### config.mk
export PLATFORM = sky130hd
export DESIGN_NAME = icache_tag_ctrl
export DESIGN_NICKNAME = d
export VERILOG_FILES = /design/src/rtl/icache_tag_ctrl.sv
export SDC_FILE = /design/constraint.sdc
export NUM_CORES = 1
export LEC_CHECK = 0
export BUFFER_PORTS_ARGS = -buffer_cell sky130_fd_sc_hd__buf_2
export CAP_MARGIN = 20
export CELL_PAD_IN_SITES_DETAIL_PLACEMENT = 0
export CELL_PAD_IN_SITES_GLOBAL_PLACEMENT = 1
export CORE_MARGIN = 2
export CORE_UTILIZATION = 49
export CTS_BUF_LIST = sky130_fd_sc_hd__clkbuf_4 sky130_fd_sc_hd__clkbuf_8
export DETAILED_ROUTE_END_ITERATION = 8
export PLACE_DENSITY_LB_ADDON = 0.1
export SLEW_MARGIN = 20
export SYNTH_ARGS = -nofsm -noshare
export SYNTH_HDL_FRONTEND = slang
export SYNTH_SLANG_ARGS = --single-unit
### constraint.sdc
create_clock -name clk -period 3.8 [get_ports clk]
set_input_delay 0.76 -clock clk [delete_from_list [all_inputs] [get_ports clk]]
set_output_delay 0.76 -clock clk [all_outputs]
set_load 0.02 [all_outputs]
### src/rtl/icache_tag_ctrl.sv
// icache_tag_ctrl
//   Lookup/maintenance controller for the two-way instruction-cache tag store.
//   Drives index and write strobes of two per-way {tag,valid} RAMs (1-cycle
//   synchronous read, valid bits not reset), clears all valid bits after
//   reset, services refills and set invalidations, and turns the RAM read-back
//   into hit / hit-way / victim-way results one cycle after a lookup accept.
//
// Ports
//   clk, resetn                     clock, async active-low reset
//   req_valid/req_ready             lookup handshake
//   req_index, req_tag              lookup set index and physical tag
//   resp_valid/hit/way/victim       lookup result (cycle after accept)
//   refill_valid/index/tag/way      refill write (highest priority)
//   inv_valid, inv_index            invalidate both ways of a set
//   init_done                       valid-clear sweep finished
//   tagv_en, tag_wen, val_wen       RAM enable and per-way write strobes
//   tagv_index, tagv_wtag,
//   tagv_wvalid                     RAM index and write data
//   tagv_back0, tagv_back1          RAM read-back {tag[19:0], valid}
module icache_tag_ctrl #(
    parameter  int unsigned LINE = 128,
    localparam int unsigned IW   = $clog2(LINE)
) (
    input  logic          clk,
    input  logic          resetn,
    input  logic          req_valid,
    output logic          req_ready,
    input  logic [IW-1:0] req_index,
    input  logic [19:0]   req_tag,
    output logic          resp_valid,
    output logic          resp_hit,
    output logic          resp_way,
    output logic          resp_victim,
    input  logic          refill_valid,
    input  logic [IW-1:0] refill_index,
    input  logic [19:0]   refill_tag,
    input  logic          refill_way,
    input  logic          inv_valid,
    input  logic [IW-1:0] inv_index,
    output logic          init_done,
    output logic          tagv_en,
    output logic [1:0]    tag_wen,
    output logic [1:0]    val_wen,
    output logic [IW-1:0] tagv_index,
    output logic [19:0]   tagv_wtag,
    output logic          tagv_wvalid,
    input  logic [20:0]   tagv_back0,
    input  logic [20:0]   tagv_back1
);

    typedef enum logic {INIT, RUN} state_e;

    state_e          state_q, state_d;
    logic [IW-1:0]   cnt_q, cnt_d;
    logic [LINE-1:0] lru_q;

    // Lookup stage-1 register: the request whose RAM read is in flight.
    logic            s1_valid_q, s1_valid_d;
    logic [IW-1:0]   s1_index_q, s1_index_d;
    logic [19:0]     s1_tag_q,   s1_tag_d;

    logic            hit0, hit1;
    logic            refill_fire;

    // Control / RAM port: one operation per cycle, refill > invalidate > lookup.
    always_comb begin
        state_d     = state_q;
        cnt_d       = cnt_q;
        s1_valid_d  = 1'b0;
        s1_index_d  = s1_index_q;
        s1_tag_d    = s1_tag_q;
        tagv_en     = 1'b0;
        tag_wen     = '0;
        val_wen     = '0;
        tagv_index  = cnt_q;
        tagv_wtag   = '0;
        tagv_wvalid = 1'b0;
        req_ready   = 1'b0;
        init_done   = 1'b0;
        refill_fire = 1'b0;

        case (state_q)
            INIT: begin
                tagv_en    = 1'b1;
                val_wen    = 2'b11;
                tagv_index = cnt_q;
                cnt_d      = cnt_q + 1'b1;
                if (cnt_q == IW'(LINE - 1)) begin
                    state_d = RUN;
                end
            end
            RUN: begin
                init_done = 1'b1;
                req_ready = !refill_valid && !inv_valid;
                if (refill_valid) begin
                    refill_fire = 1'b1;
                    tagv_en     = 1'b1;
                    tagv_index  = refill_index;
                    tag_wen     = refill_way ? 2'b10 : 2'b01;
                    val_wen     = refill_way ? 2'b10 : 2'b01;
                    tagv_wtag   = refill_tag;
                    tagv_wvalid = 1'b1;
                end else if (inv_valid) begin
                    tagv_en     = 1'b1;
                    tagv_index  = inv_index;
                    val_wen     = 2'b11;
                end else if (req_valid) begin
                    tagv_en     = 1'b1;
                    tagv_index  = req_index;
                    s1_valid_d  = 1'b1;
                    s1_index_d  = req_index;
                    s1_tag_d    = req_tag;
                end
            end
        endcase
    end

    // Compare stage: purely combinational from the RAM read-back.
    always_comb begin
        hit0        = tagv_back0[0] && (tagv_back0[20:1] == s1_tag_q);
        hit1        = tagv_back1[0] && (tagv_back1[20:1] == s1_tag_q);
        resp_valid  = s1_valid_q;
        resp_hit    = hit0 || hit1;
        resp_way    = !hit0;
        if (!tagv_back0[0]) begin
            resp_victim = 1'b0;
        end else if (!tagv_back1[0]) begin
            resp_victim = 1'b1;
        end else begin
            resp_victim = lru_q[s1_index_q];
        end
    end

    always_ff @(posedge clk or negedge resetn) begin
        if (!resetn) begin
            state_q    <= INIT;
            cnt_q      <= '0;
            s1_valid_q <= 1'b0;
            s1_index_q <= '0;
            s1_tag_q   <= '0;
        end else begin
            state_q    <= state_d;
            cnt_q      <= cnt_d;
            s1_valid_q <= s1_valid_d;
            s1_index_q <= s1_index_d;
            s1_tag_q   <= s1_tag_d;
        end
    end

    // The refill update is written last so it overrides a same-index hit update.
    always_ff @(posedge clk or negedge resetn) begin
        if (!resetn) begin
            lru_q <= '0;
        end else begin
            if (s1_valid_q && resp_hit) begin
                lru_q[s1_index_q] <= ~resp_way;
            end
            if (refill_fire) begin
                lru_q[refill_index] <= ~refill_way;
            end
        end
    end

endmodule

After elaboration in Yosys (flattened, before gate mapping)
Cells that the tools add are included.
- $add $sub $neg: 1
- order comparisons: 4
- equal/unequal tests: 3
- multiplexer cells: 37
- bitwise gates (word level): 4
- reduce and logical (&&, ||, !) cells: 11
- operators with widths (operator ; count):
    $bwmux W128 ; 2
    $mux W128 ; 2
    $eq A20 B20 Y1 ; 2
    $mux W20 ; 2
    $mux W7 ; 3
    $mux W1 ; 17
    $lt A7 B8 Y1 const B ; 2
    $demux W1 S7 ; 2
    $ge A7 B1 Y1 const B ; 2
    $pmux W7 S2 ; 1
    $mux W2 ; 5
    $add A7 B1 Y7 const B ; 1
    $bmux W1 S7 ; 1
    $eq A7 B7 Y1 const B ; 1
    $logic_and A1 B1 Y1 ; 6
    $not A1 Y1 ; 4
    $pmux W2 S2 ; 1
    $reduce_and A4 Y1 ; 1
    $logic_not A1 Y1 ; 3
    $pmux W1 S2 ; 1
    $logic_or A1 B1 Y1 ; 1
- register bits after elaboration: 164
- input port bits: 109

Depth between registers and ports, before layout
- depth in word-level cells: 8
- gate-level depth with buffers: 10

Worst setup path after synthesis
Ideal clock, no wire load.
- kind: in2out
- from: in tagv_back0[9]
- to: out resp_hit
- arrival: 2.204 ns
- required time: 3.040 ns
- path slack: 0.836 ns
- stages: 6
- path buffers: 1
- cell sequence: xnor2_1 -> nand4_1 -> or4_1 -> or2_1 -> buf_6 -> o21ai_0
- word-level cells in the longest chain between the ends: 3
- ends and longest elaborated chain (element ; RTL line ; RTL):
    start: declaration ; 47 ; input logic [20:0] tagv_back0,
    $eq A20 B20 Y1 ; 120 ; hit0 = tagv_back0[0] && (tagv_back0[20:1] == s1_tag_q);
    $logic_and A1 B1 Y1 ; 120 ;
    $logic_or A1 B1 Y1 ; 123 ; resp_hit = hit0 || hit1;
    end: declaration ; 31 ; output logic resp_hit,
No other way between the ends.

Worst setup path in the final report
- from: reg s1_index_q[0]
- to: out resp_victim
- word-level cells in the longest chain between the ends: 4
- ends and longest elaborated chain (element ; RTL line ; RTL):
    start: declaration ; 59 ; logic [IW-1:0] s1_index_q, s1_index_d;
    start signal: assignment ; 145 ; s1_index_q <= s1_index_d;
    $bmux W1 S7 ; 130 ; resp_victim = lru_q[s1_index_q];
    $mux W1 (implied by the code) ; 130 ;
    $mux W1 ; 127 ; end else if (!tagv_back1[0]) begin
    $mux W1 ; 125 ; if (!tagv_back0[0]) begin
    end: declaration ; 33 ; output logic resp_victim,
No other way between the ends. The select of a mux whose other input is x is not followed.

==> impl_metrics.json <==
{
  "status": "finished clean",
  "cp-end-kind": "output pin",
  "syn_area_per_cell_um2": 8.60,
  "dr.pass1.iters": 6,
  "ys_dominant_reg_cell": "dfrtp_1",
  "worstPathRequired_ns": 3.04,
  "peakVddDrop_mv": 0.161,
  "yosysWarnings": 0,
  "clock_latency_ns": 0.47,
  "final_cell_mix": "dfrtp_1, buf_2, a21oi_1",
  "fmax_ghz": 0.273,
  "clk_pin_slew_ns": 0.10,
  "ctsHoldBuffers": 0,
  "core_area_mm2": 0.0218,
  "dieHeight_um": 153,
  "num_rows": 54,
  "via_count": 11133,
  "fin_setup_tns_ns": 0,
  "cts.path.max_buffers": 2,
  "async_flop_share": 1.00,
  "htree_levels": 4,
  "clock_skew_ns": 0.0156,
  "grt_start_max_net_pins": 67,
  "synth-seq-cells": 164,
  "diodes": 0,
  "arrival_ns": 2.91,
  "synth_top_cell_area_share": 0.379,
  "final_util": 0.575,
  "postRouteAntennaNets": 0,
  "cts_buffers": 17,
  "routed_wl_mm": 40.4,
  "leakage_nw": 5.75,
  "grt_first_pass_wirelength_mm": 61.7,
  "layout_commonest_cell": "dfrtp_1",
  "r2r_start": "s1_tag_q[16]",
  "dp.cells": 1638,
  "drc": 0,
  "ys_seq_area_frac": 0.379,
  "die_area_mm2": 0.0233,
  "crit_start": "s1_index_q[0]",
  "gp_congestion": 0.927,
  "crit_type": "flip-flop to output pin",
  "p_per_area_mw_per_mm2": 253,
  "min_period_ns": 3.67,
  "synth.cell_area_mm2": 0.0108,
  "cts_root_buf": "clkbuf_8",
  "r2r-end": "lru_q[126]",
  "nNetsFinal": 1492,
  "rsz0062_at_grt": "false",
  "finalCritPeriodShare": 0.966,
  "track_usage": 0.340,
  "synthTopCellsByArea": "dfrtp_1, a221oi_1, a21oi_1, a31oi_1, mux4_2",
  "r2r_slack_ns": 0.83,
  "syn_nets": 1370,
  "drt_iter0_drc": 1187,
  "cp_max_fo": 7,
  "final_cells": 1675,
  "drive_gt1_frac": 0.243,
  "grt_pass1_vias": 10371,
  "r2r_cells": 8,
  "viasPerCell": 6.65,
  "hold_viol_final": 0,
  "antenna_found_initial": 0,
  "p_total_w": 0.00317,
  "initial_core_util": 0.498,
  "synth.distinct_cells": 59,
  "holdWs_ns": 0.218,
  "dp_hpwl_mm": 26.5,
  "syn_inst": 1260,
  "cap_viol_max_count": 0,
  "clkSinkCount": 164,
  "slew_headroom": 0.289,
  "n_fill_cell": 2000,
  "io_buffers": 147,
  "setup-violations-final": 0,
  "max_slew.worst_pin.slew_ns": 1.06,
  "synth_edf_count": 0,
  "io-pin-count": 148,
  "startpoint_type": "flip-flop",
  "dieWidth_um": 153,
  "yosysTopAreaCell": "dfrtp_1",
  "grt_overflow": 0,
  "routedWlPerCell_um": 24.1,
  "cts_tree": "built",
  "drv_slew": 0,
  "hold_class": "input port to async pin",
  "area_growth_pct": 15.3
}
## where the power goes
group | internal, W | switching, W
Sequential | 0.00174 | 0
Clock | 0.000465 | 0.000733
Combinational | 0.0000765 | 0.000151
Total | 0.00228 | 0.000884
## Yosys cell counts (5+ instances only)
cell      number
a21oi_1      136
a221oi_1      89
a22o_1         6
a22oi_1       36
a31oi_1       88
and3_1        23
buf_1          8
buf_2         15
buf_6          5
clkbuf_1      92
dfrtp_1      164
inv_1         87
mux2_2        29
mux2i_1       14
mux4_2        16
nand2_1       71
nand2b_1      15
nand3_1       44
nand4_1       10
nor2_1        79
nor2b_1       15
nor3_1        29
nor4_1        11
o211ai_1      16
o21ai_0       35
or2_2          9
or3_1          5
xnor2_1       26
xor2_1        20
## critical path, cell delays in order (launching register included)
cell	delay (ns)
dfrtp_4	0.57
nor2b_1	0.36
a21oi_1	0.12
a31o_2	0.26
a2111oi_1	0.50
o221a_2	0.28
o31a_1	0.17
buf_2	0.18
## metal layers
metal | vias to the layer above | global-route usage | routed length [um] | part of all wire
li1 | 4921 | - | - | -
met1 | 5384 | 0.488 | 16600 | 0.41
met2 | 709 | 0.524 | 18400 | 0.45
met3 | 119 | 0.0538 | 3950 | 0.098
met4 | 0 | 0.122 | 1470 | 0.036
met5 | - | 0 | 0 | 0
## worst max-delay path by stage
stage                        to  slack (ns)  cells after the start
finish              resp_victim        0.13                      7
global route        resp_victim       0.001                      8
CTS                 resp_victim        0.03                      7
detailed placement  resp_victim        0.31                      8
global placement    resp_victim        0.32                      8
floorplan              resp_hit        0.84                      6
## layout make-up
class	instances	area (um2)	area share
Inverter	88	330	0.0264
Timing Repair Buffer	229	1420	0.114
Sequential cell	164	4110	0.329
Clock inverter	14	105	0.00841
Clock buffer	18	241	0.0193
Multi-Input combinational cell	882	5940	0.475
Tap cell	280	350	0.0280
## repair_timing
action	CTS	global route
resized for setup	3	4
setup endpoints to repair	1	1
buffers inserted	0	4
## state kept, by name, indices dropped and copies added, names as in the netlist
register / flops
lru_q: 128
s1_tag_q: 20
cnt_q: 7
s1_index_q: 7
resp_valid: 1
state_q: 1
## through the flow
step                setup slack, ns  area (um2)
floorplan                     0.836       10800
global placement              0.318       12100
detailed placement            0.310       12100
CTS                          0.0326       12400
global route                0.00116       12500
finish                        0.131       12500
## logic make-up (layout without fill, tap and decap cells)
family          after synthesis  count (layout)  share of synthesized area
compound gates              438             438                      0.268
xor+xnor                     46              46                     0.0372
mux                          59              59                     0.0763
simple gates                338             338                      0.158
buf+inv                     214             349                     0.0807
flops                       164             164                      0.379
fa+ha+maj                     1               1                    0.00115
(Power assumes the default switching activity.)
